## config.mk

```make
export PLATFORM = sky130hd
export DESIGN_NAME = bsg_manycore_wrap_link_rx
export DESIGN_NICKNAME = d
export VERILOG_FILES = /design/src/rtl/bsg_manycore_wrap_link_rx.sv
export SDC_FILE = /design/constraint.sdc
export NUM_CORES = 1
export LEC_CHECK = 0
export CORE_MARGIN = 5
export CORE_UTILIZATION = 30
export CTS_CLUSTER_DIAMETER = 40
export DETAILED_ROUTE_END_ITERATION = 6
export PLACE_DENSITY = 0.48
export RECOVER_POWER = 100
export REMOVE_ABC_BUFFERS = 1
export SYNTH_ARGS = -nofsm -noshare
export SYNTH_HDL_FRONTEND = slang
export SYNTH_SLANG_ARGS = --single-unit
export TNS_END_PERCENT = 5
```

## constraint.sdc

```tcl
create_clock -name clk_i -period 2.3 [get_ports clk_i]
set_input_delay 0.69 -clock clk_i [delete_from_list [all_inputs] [get_ports clk_i]]
set_output_delay 0.69 -clock clk_i [all_outputs]
set_load 0.01 [all_outputs]
```

## src/rtl/bsg_manycore_wrap_link_rx.sv

```systemverilog
// bsg_manycore_wrap_link_rx
//   Receive end of the credit-flow-controlled torus wrap-around link. Words that
//   arrive from the long wrap wire are queued in a circular buffer. The queue
//   head is presented to the edge tile as a valid/yumi stream. One credit pulse
//   goes back to the far-end transmitter for every word that is consumed.
//
// Ports
//   clk_i       clock
//   reset_i     synchronous active-high reset; drops all buffered words
//   v_i/data_i  word arriving from the wrap wire
//   credit_o    one-cycle pulse, one credit returned, issued the cycle after a yumi
//   v_o/data_o  buffer head valid / payload
//   yumi_i      consumer takes the head this cycle (legal only while v_o=1)
//   count_o     current occupancy
//   overflow_o  sticky protocol error: a word arrived while the buffer was full

module bsg_manycore_wrap_link_rx #(
    parameter int width_p = 8,
    parameter int els_p   = 4,
    localparam int lg_els_lp = $clog2(els_p + 1)
) (
    input  logic                 clk_i,
    input  logic                 reset_i,
    input  logic                 v_i,
    input  logic [width_p-1:0]   data_i,
    output logic                 credit_o,
    output logic                 v_o,
    output logic [width_p-1:0]   data_o,
    input  logic                 yumi_i,
    output logic [lg_els_lp-1:0] count_o,
    output logic                 overflow_o
);

    localparam int ptr_w_lp = $clog2(els_p);
    localparam logic [ptr_w_lp-1:0]  last_ptr_lp = ptr_w_lp'(els_p - 1);
    localparam logic [lg_els_lp-1:0] full_cnt_lp = lg_els_lp'(els_p);

    logic [width_p-1:0]   mem_q [els_p];
    logic [ptr_w_lp-1:0]  wr_ptr_q, wr_ptr_d;
    logic [ptr_w_lp-1:0]  rd_ptr_q, rd_ptr_d;
    logic [lg_els_lp-1:0] count_q, count_d;
    logic                 credit_q, credit_d;
    logic                 overflow_q, overflow_d;

    logic full, empty, enq, deq;

    assign full  = (count_q == full_cnt_lp);
    assign empty = (count_q == '0);
    // A full buffer rejects the incoming word even when the head is consumed
    // in the same cycle. The slot that the dequeue frees is usable only on the next cycle.
    assign enq   = v_i & ~full;
    // A yumi while the buffer is empty is ignored, so the state stays consistent.
    assign deq   = yumi_i & ~empty;

    always_comb begin
        wr_ptr_d   = wr_ptr_q;
        rd_ptr_d   = rd_ptr_q;
        count_d    = count_q;
        credit_d   = deq;
        overflow_d = overflow_q | (v_i & full);

        // Pointers wrap explicitly because els_p need not be a power of two.
        if (enq) begin
            wr_ptr_d = (wr_ptr_q == last_ptr_lp) ? '0 : wr_ptr_q + ptr_w_lp'(1);
        end
        if (deq) begin
            rd_ptr_d = (rd_ptr_q == last_ptr_lp) ? '0 : rd_ptr_q + ptr_w_lp'(1);
        end

        case ({enq, deq})
            2'b10:   count_d = count_q + lg_els_lp'(1);
            2'b01:   count_d = count_q - lg_els_lp'(1);
            default: count_d = count_q;
        endcase
    end

    always_ff @(posedge clk_i) begin
        if (reset_i) begin
            wr_ptr_q   <= '0;
            rd_ptr_q   <= '0;
            count_q    <= '0;
            credit_q   <= 1'b0;
            overflow_q <= 1'b0;
        end else begin
            wr_ptr_q   <= wr_ptr_d;
            rd_ptr_q   <= rd_ptr_d;
            count_q    <= count_d;
            credit_q   <= credit_d;
            overflow_q <= overflow_d;
        end
    end

    // The payload storage has no reset. Entries are only read after they have been written.
    always_ff @(posedge clk_i) begin
        if (enq) begin
            mem_q[wr_ptr_q] <= data_i;
        end
    end

    assign v_o        = ~empty;
    assign data_o     = mem_q[rd_ptr_q];
    assign credit_o   = credit_q;
    assign count_o    = count_q;
    assign overflow_o = overflow_q;

`ifndef SYNTHESIS
    if (els_p < 2) begin : g_els_chk
        $error("bsg_manycore_wrap_link_rx: els_p must be >= 2");
    end

    always @(posedge clk_i) begin
        if (!reset_i) begin
            assert (!$isunknown(v_i) && !$isunknown(yumi_i))
                else $error("bsg_manycore_wrap_link_rx: v_i/yumi_i unknown");
            assert (!yumi_i || v_o)
                else $error("bsg_manycore_wrap_link_rx: yumi_i while empty");
        end
    end
`endif

endmodule

```

# --- Word-level counts from Yosys, hierarchy flattened ---
# Memories as Yosys holds them, arrays and structs flattened. A register that Yosys moved wholly into a read port is not among the register bits.
# Cells that the tools add are included.
op_classes:
  n_addsub: 4
  n_mul: 0
  div_mod_pow: 0
  order_cmp: 0
  n_eq_ne: 5
  shifts: 0
  mux: 7
  bitwise_logic: 6
  reduce_logical: 2
op_table:
  columns: ["operator", "count"]
  rows:
  - ["2-bit 2-to-1 mux", 4]
  - ["2-bit == test, second input constant", 3]
  - ["3-bit one-hot mux with 2 select lines", 1]
  - ["2-bit by 1-bit adder with 2-bit output, second input constant", 2]
  - ["3-bit by 1-bit adder with 3-bit output, second input constant", 1]
  - ["1-bit bitwise AND", 3]
  - ["3-bit == test, second input constant", 1]
  - ["3-bit zero test", 1]
  - ["3-bit by 1-bit subtractor with 3-bit output, second input constant", 1]
  - ["2-bit by 1-bit == test with 1-bit output, second input constant", 1]
  - ["1-bit 2-to-1 mux", 2]
  - ["1-bit inverter", 2]
  - ["2-bit nonzero test", 1]
  - ["1-bit OR", 1]
word_totals:
  register_bits: 9
  latchBits: 0
  ramBits: 32
  mem_bits_ro: 0
  inputBits: 12
  wordCells: 30
  memories: 1
mem_list:
  columns: ["name", "words", "word_bits", "read_ports", "rd_ports_with_merged_regs", "write_ports", "line_no", "rtl"]
  rows:
  - ["mem_q", 4, 8, 1, 1, 1, "38", "logic [width_p-1:0] mem_q [els_p];"]

# --- Logic depth before layout (Yosys ltp) ---
# Gate-level depths: netlist of the first run.
logic_depth:
  depth_word: 5
  ltp_mapped: 8
  depth_no_buf: 8

# --- Worst setup path before layout of the first run ---
# Ideal clock, no wire load.
synth_path:
  path_kind: "reg2reg"
  startpoint: "reg count_q[2], in the netlist count_o[2]"
  endpoint: "reg count_q[2], in the netlist count_o[2]"
  setup_time_ps: 71
  arrival_time_ps: 2103
  required_ps: 2229
  setup_slack_ps: 127
  stages_incl_launch_ff: 9
  n_path_buf: 0
  period_less_slack_ps: 2173
  cell_sequence: "dfxtp_1 or3b_4 nand2_1 ha_1 inv_1 fa_1 xor2_1 or3_1 a21oi_1"
synth_between:
  elab_chain_cells: 5
synth_lines:
  columns: ["element", "line_no", "rtl"]
  rows:
  - ["start, declared", "41", "logic [lg_els_lp-1:0] count_q, count_d;"]
  - ["start signal, assigned", "87", "count_q <= count_d;"]
  - ["3-bit == test or 3-bit zero test (tied branches)", "47, 48", null]
  - ["1-bit inverter, on equally long branches", "51, 53", null]
  - ["1-bit bitwise AND, on equally long branches", "51, 53", null]
  - ["2-bit by 1-bit == test with 1-bit output or 2-bit == test (tied branches)", "70", "case ({enq, deq})"]
  - ["3-bit one-hot mux with 2 select lines or 2-bit nonzero test (tied branches)", null, null]
# Parallel ways exist; a longest one is shown, timed or not.
# A chain may end at the register's enable or synchronous reset.

==> flow_summary.json, run 1 <==
{
  "clock_skew_ns": 0.00575,
  "drcViolationCount": 0,
  "cts_hold_buf": 0,
  "synth_top_area_cell": "edfxtp_1",
  "dieHeight_um": 84.9,
  "critPathKind": "flip-flop to output port",
  "hold_viol": 0,
  "status": "finished clean",
  "synth_commonest_cells": "edfxtp_1 (32), dfxtp_1 (11), mux4_2 (8)",
  "drv_cap": 0,
  "yosysWarnings": 0,
  "cts_tree": "done",
  "arrival_ns": 1.54,
  "syn2layout_area_growth_pct": 30.8,
  "antennaDiodeCount": 0,
  "grt_max_degree": 14,
  "p_leak_nw": 0.805,
  "p_per_area_nw_per_um2": 1020,
  "setup_viol": 0,
  "antenna_found_initial": 0,
  "synth_seq_area_share_pct": 70.2,
  "r2r_end": "count_o[2]$_SDFFE_PP0P_",
  "start_kind": "flip-flop",
  "clock.fmax_ghz": 0.448,
  "max-slew-margin-rel_pct": 62.8,
  "io_buffers": 25,
  "async_reset_ff_share_pct": 0,
  "crit_family": "multiplexers",
  "place_congestion": 0.785,
  "cts.sink_count": 43,
  "die_w_um": 84.9,
  "hp-start": "rd_ptr_q[0]$_SDFFE_PP0N_",
  "rrSetupSlack_ns": 0.19,
  "crit_required_ns": 1.61,
  "clock-root-buffer": "clkbuf_8",
  "slowest_delay_ns": 0.48,
  "drive_gt1_share_pct": 19.1,
  "synth_edf_count": 32,
  "synth.ff_latch_count": 43,
  "ios": 26,
  "drt_pre_antenna_iters": 2,
  "hold_class": "flip-flop to flip-flop",
  "synth.most_common_cell": "edfxtp_1",
  "crit_slowest_cell": "mux4_2",
  "syn_avg_cell_area_sq_um": 17.2,
  "detail-route-antenna-nets": 0,
  "insertion_delay_ns": 0.29,
  "synth_area_sq_um": 1680,
  "synth_ff_type": "edfxtp_1",
  "min_period_over_period_pct": 97.1,
  "htree_levels": 2,
  "grt_setup_unrepaired": "no",
  "layout_min_cycle_time_ns": 2.23,
  "drt-vias-per-instance": 4.46,
  "postLayoutCoreUtil_pct": 40.2,
  "drv_slew": 0,
  "path_clk_slew_ns": 0.08,
  "die_area_sq_um": 7210,
  "cts_buffers": 5,
  "end_kind": "output port",
  "synthTopCellsByArea": "edfxtp_1 (57%), dfxtp_1 (13%), mux4_2 (11%), ha_1 (4.5%), nor2_1 (1.6%)",
  "groute.usage.overall_pct": 9.09,
  "critical_path_buf_inv_count": 2,
  "setup_tns_ns": 0,
  "r2r_start": "count_o[1]$_SDFFE_PP0P_",
  "drtIter0Drc": 43,
  "post_cts_buffers": 0,
  "vias": 951,
  "final_nets": 159,
  "num-fill-cells": 534,
  "rows": 27,
  "synth.distinct_cells": 25,
  "crit_fanout": 8,
  "initial_core_util_pct": 30.7,
  "syn_inst": 98,
  "core-area_sq_um": 5470,
  "r2r_cells": 8,
  "grt_overflow": 0,
  "grt_pass1_vias": 1020,
  "dpl.hpwl_mm": 2.13,
  "grt_pass1_wl_mm": 4.97,
  "synth_top_area_share_pct": 57.1,
  "holdPathStages": 2,
  "routed_wl_mm": 3.02,
  "cts_buffer_depth": 2,
  "tightest_slew_ns": 0.558,
  "peakVddDrop_mv": 0.472,
  "avgRoutedWirePerCell_um": 14.2,
  "crit_chain": "buf_12, mux4_2, dlygate4sd2_1"
}
-- metrics by stage --
step / hold slack [ns] / worst slack, ns / total power, mW / cell area, sq um / instances
global placement: 0.474 / -0.187 / 1.80 / 2120 / 205
detailed placement: 0.483 / -0.269 / 1.80 / 2120 / 205
floorplan: 0.456 / 0.128 / 1.39 / 1670 / 95
global route: 0.521 / 0.00331 / 2.40 / 2200 / 213
finish: 0.481 / 0.0672 / 2.25 / 2200 / 213
CTS: 0.487 / 0.0123 / 2.32 / 2220 / 213
-- power by group --
part	leakage (nW)	internal, mW	switching [mW]	total (mW)
clock	0.0556	0.318	0.244	0.562
combinational	0.365	0.363	0.319	0.682
sequential	0.384	0.946	0.0587	1.00
total	0.805	1.63	0.621	2.25
-- final cells by class --
type                            count  area, sq um  share of cell area, %
Sequential cell                    43         1180                   53.7
Multi-Input combinational cell     46          469                   21.3
Timing Repair Buffer               38          329                   15.0
Tap cell                           72         90.1                   4.09
Clock buffer                        5         68.8                   3.13
Clock inverter                      3         38.8                   1.76
Inverter                            6         22.5                   1.02
-- how the worst max path moves through the flow --
stage	startpoint	endpoint	cells after the start
2_1_floorplan	count_o[2]$_SDFFE_PP0P_	count_o[2]$_SDFFE_PP0P_	8
3_3_place_gp	yumi_i	count_o[2]$_SDFFE_PP0P_	9
3_5_place_dp	yumi_i	count_o[2]$_SDFFE_PP0P_	9
4_1_cts	flip-flop	data_o[2]	3
5_1_grt	yumi_i	count_o[2]$_SDFFE_PP0P_	9
6_report	flip-flop	data_o[4]	3
-- worst min-delay path: cells and delay by family, from the launching register on --
kind / cells / cell delay (ns)
flops: 1 / 0.32
simple gates: 1 / 0.05
compound gates: 1 / 0.07
-- kinds of logic (layout without fill, tap and decap cells) --
family	count (synthesis)	after routing	synth area share (%)
flip-flops	43	43	70.2
buffers and inverters	9	52	2.08
adder cells (fa/ha/maj)	7	7	5.65
multiplexers	10	10	12.0
AO/OA/AOI/OAI	8	8	2.97
AND/OR/NAND/NOR	19	19	6.10
XOR/XNOR	2	2	1.04
-- registers in the layout, indices dropped and copies added, names as in the netlist, named ones only --
signal,count
mem_q,32
count_o,3
rd_ptr_q,2
wr_ptr_q,2
credit_o,1
overflow_o,1
-- layout by cell type, fill, tap and decap left out, types with 2 or more instances in the layout --
cell type	n
or3_2	2
edfxtp_1	32
mux4_2	8
a21oi_1	3
o21ai_0	2
dlygate4sd2_1	2
xor2_1	2
nor2_1	7
buf_4	4
clkdlybuf4s50_1	2
clkbuf_8	5
dlygate4sd3_1	14
ha_1	6
dfxtp_1	10
nand2_1	2
and3_1	4
inv_1	6
clkdlybuf4s15_1	7
clkbuf_1	7
-- timing repair --
| action | 4_1_cts | 5_1_grt |
|---|---|---|
| endpoints found under the setup margin | 9 | 7 |
| pin swaps | 0 | 1 |
| gates resized for setup | 11 | 7 |
-- metal layers --
metal	vias up	wire (um)	track usage, %
met1	470	1230	9.67
li1	453	-	-
met3	6	170	3.69
met5	-	0	0
met2	22	1560	15.7
met4	0	53	4.17
Note: power is estimated with default switching activity, not from simulation.
==> run 2, diff against run 1 <==
Clock period 2.3 ns to 2.15 ns, I/O delays scaled along.
==> flow_summary.json, run 2 (synthesis results as in run 1) <==
{
  "status": "finished clean",
  "die_area_sq_um": 7210,
  "dieHeight_um": 84.9,
  "total_power_mw": 2.55,
  "peakVddDrop_mv": 0.509,
  "rows": 27,
  "start_kind": "flip-flop",
  "drive_gt1_share_pct": 35.9,
  "cts_buffers": 5,
  "clock.fmax_ghz": 0.473,
  "cts_tree": "done",
  "antennaDiodeCount": 0,
  "drtIter0Drc": 41,
  "drv_slew": 0,
  "drt-vias-per-instance": 4.44,
  "io_buffers": 25,
  "final_nets": 163,
  "hold_class": "flip-flop to flip-flop",
  "final_cell_mix": "edfxtp_1 (32), buf_4 (11), dfxtp_1 (9), dlygate4sd3_1 (9), mux4_2 (8)",
  "grt_max_degree": 16,
  "antenna_found_initial": 0,
  "num-fill-cells": 526,
  "grt_pass1_wl_mm": 5.00,
  "cts_buffer_depth": 2,
  "dpl.hpwl_mm": 2.16,
  "p_leak_nw": 0.866,
  "layout_commonest_cell": "edfxtp_1",
  "crit_chain": "or3b_4, nand2_2, ha_2, inv_1, fa_2, xor2_1, or3_1, a21oi_2",
  "groute.usage.overall_pct": 9.04,
  "grt_setup_unrepaired": "yes",
  "max-slew-margin-rel_pct": 84.4,
  "crit_fanout": 3,
  "avgRoutedWirePerCell_um": 14.2,
  "largest_register_ffs": 32,
  "crit_required_ns": 2.38,
  "slowest_delay_ns": 0.40,
  "layout_min_cycle_time_ns": 2.12,
  "initial_core_util_pct": 30.7,
  "routed_wl_mm": 3.09,
  "detail-route-antenna-nets": 0,
  "timing.hold.ws_ns": 0.501,
  "insertion_delay_ns": 0.29,
  "critPathKind": "flip-flop to flip-flop",
  "grt_pass1_vias": 1060,
  "drcViolationCount": 0,
  "crit_family": "simple AND/OR/NAND/NOR gates",
  "htree_levels": 2,
  "core-area_sq_um": 5470,
  "crit_slowest_cell": "or3b_4",
  "setup_viol": 0,
  "p_per_area_nw_per_um2": 1100,
  "ios": 26,
  "rrSetupSlack_ns": 0.03,
  "hold_viol": 0,
  "largest_register": "mem_q",
  "clock_skew_ns": 0.00581,
  "vias": 964,
  "min_period_over_period_pct": 98.4,
  "critical_path_buf_inv_count": 1,
  "die_w_um": 84.9,
  "cts.sink_count": 43,
  "syn2layout_area_growth_pct": 37.5,
  "arrival_ns": 2.35,
  "grt_overflow": 0,
  "drv_cap": 0,
  "tightest_slew_ns": 0.232,
  "end_kind": "flip-flop",
  "place_congestion": 0.788,
  "path_clk_slew_ns": 0.08,
  "clock-root-buffer": "clkbuf_8",
  "drt_pre_antenna_iters": 3
}
## run 2: changes by cell type in the layout (fill, tap and decap cells not counted), sizes merged
| cell | previous run | this run |
|---|---|---|
| dlymetal6s2s | 0 | 2 |
| dlygate4sd3 | 14 | 9 |
| inv | 6 | 7 |
| buf | 5 | 24 |
| clkinv | 2 | 1 |
| clkdlybuf4s15 | 7 | 0 |
| clkbuf | 13 | 6 |
| clkdlybuf4s50 | 2 | 5 |
| dlygate4sd2 | 2 | 1 |
## run 2: metal layers
metal | up-vias | routed length (um) | global-route usage (%)
met5 | - | 0 | 0
met2 | 22 | 1710 | 16.9
met3 | 5 | 139 | 3.50
met1 | 472 | 1220 | 8.96
met4 | 0 | 25 | 3.45
li1 | 465 | - | -
## run 2: cell type report
class	count	area, sq um	area share, %
Inverter	6	22.5	0.973
Multi-Input combinational cell	46	483	20.9
Timing Repair Buffer	42	417	18.0
Clock inverter	3	47.5	2.05
Sequential cell	43	1190	51.2
Tap cell	72	90.1	3.89
Clock buffer	5	68.8	2.97
## run 2: timing repair
item	in CTS	in global routing
pin swaps	1	3
hold buffers	0	0
buffers inserted	0	2
setup endpoints to repair	10	2
gates resized for setup	33	9
## run 2: metrics by stage
| step | cells | setup slack [ns] | util [%] | cell area [sq um] | TNS, ns |
|---|---|---|---|---|---|
| after floorplan | 95 | -0.0222 | - | 1670 | -0.0222 |
| after global placement | 207 | -0.299 | 40.2 | 2200 | -0.359 |
| after detailed placement | 207 | -0.389 | 40.2 | 2200 | -0.503 |
| after CTS | 215 | -0.0618 | 41.7 | 2280 | -0.109 |
| after global routing | 217 | -0.0402 | 42.3 | 2310 | -0.0402 |
| final | 217 | 0.0346 | 42.3 | 2310 | 0 |
## run 2: where the power goes
part | switching, mW | total [mW] | internal, mW | leakage, nW
clock network | 0.275 | 0.627 | 0.352 | 0.0587
logic | 0.376 | 0.854 | 0.478 | 0.423
registers | 0.0530 | 1.07 | 1.02 | 0.385
## run 2: worst min-delay path: stages, from the launching register on
cell and delay (ns):
dfxtp_1 0.33, nand2_1 0.06, a21oi_1 0.07
## run 2: worst paths after layout
check / from / endpoint / cells past startpoint
hold reg to reg: rd_ptr_q[0]$_SDFFE_PP0N_ / flip-flop / 2
hold / removal: rd_ptr_q[0]$_SDFFE_PP0N_ / flip-flop / 2
setup reg to reg: count_o[1]$_SDFFE_PP0P_ / count_o[2]$_SDFFE_PP0P_ / 8
setup / recovery: count_o[1]$_SDFFE_PP0P_ / count_o[2]$_SDFFE_PP0P_ / 8
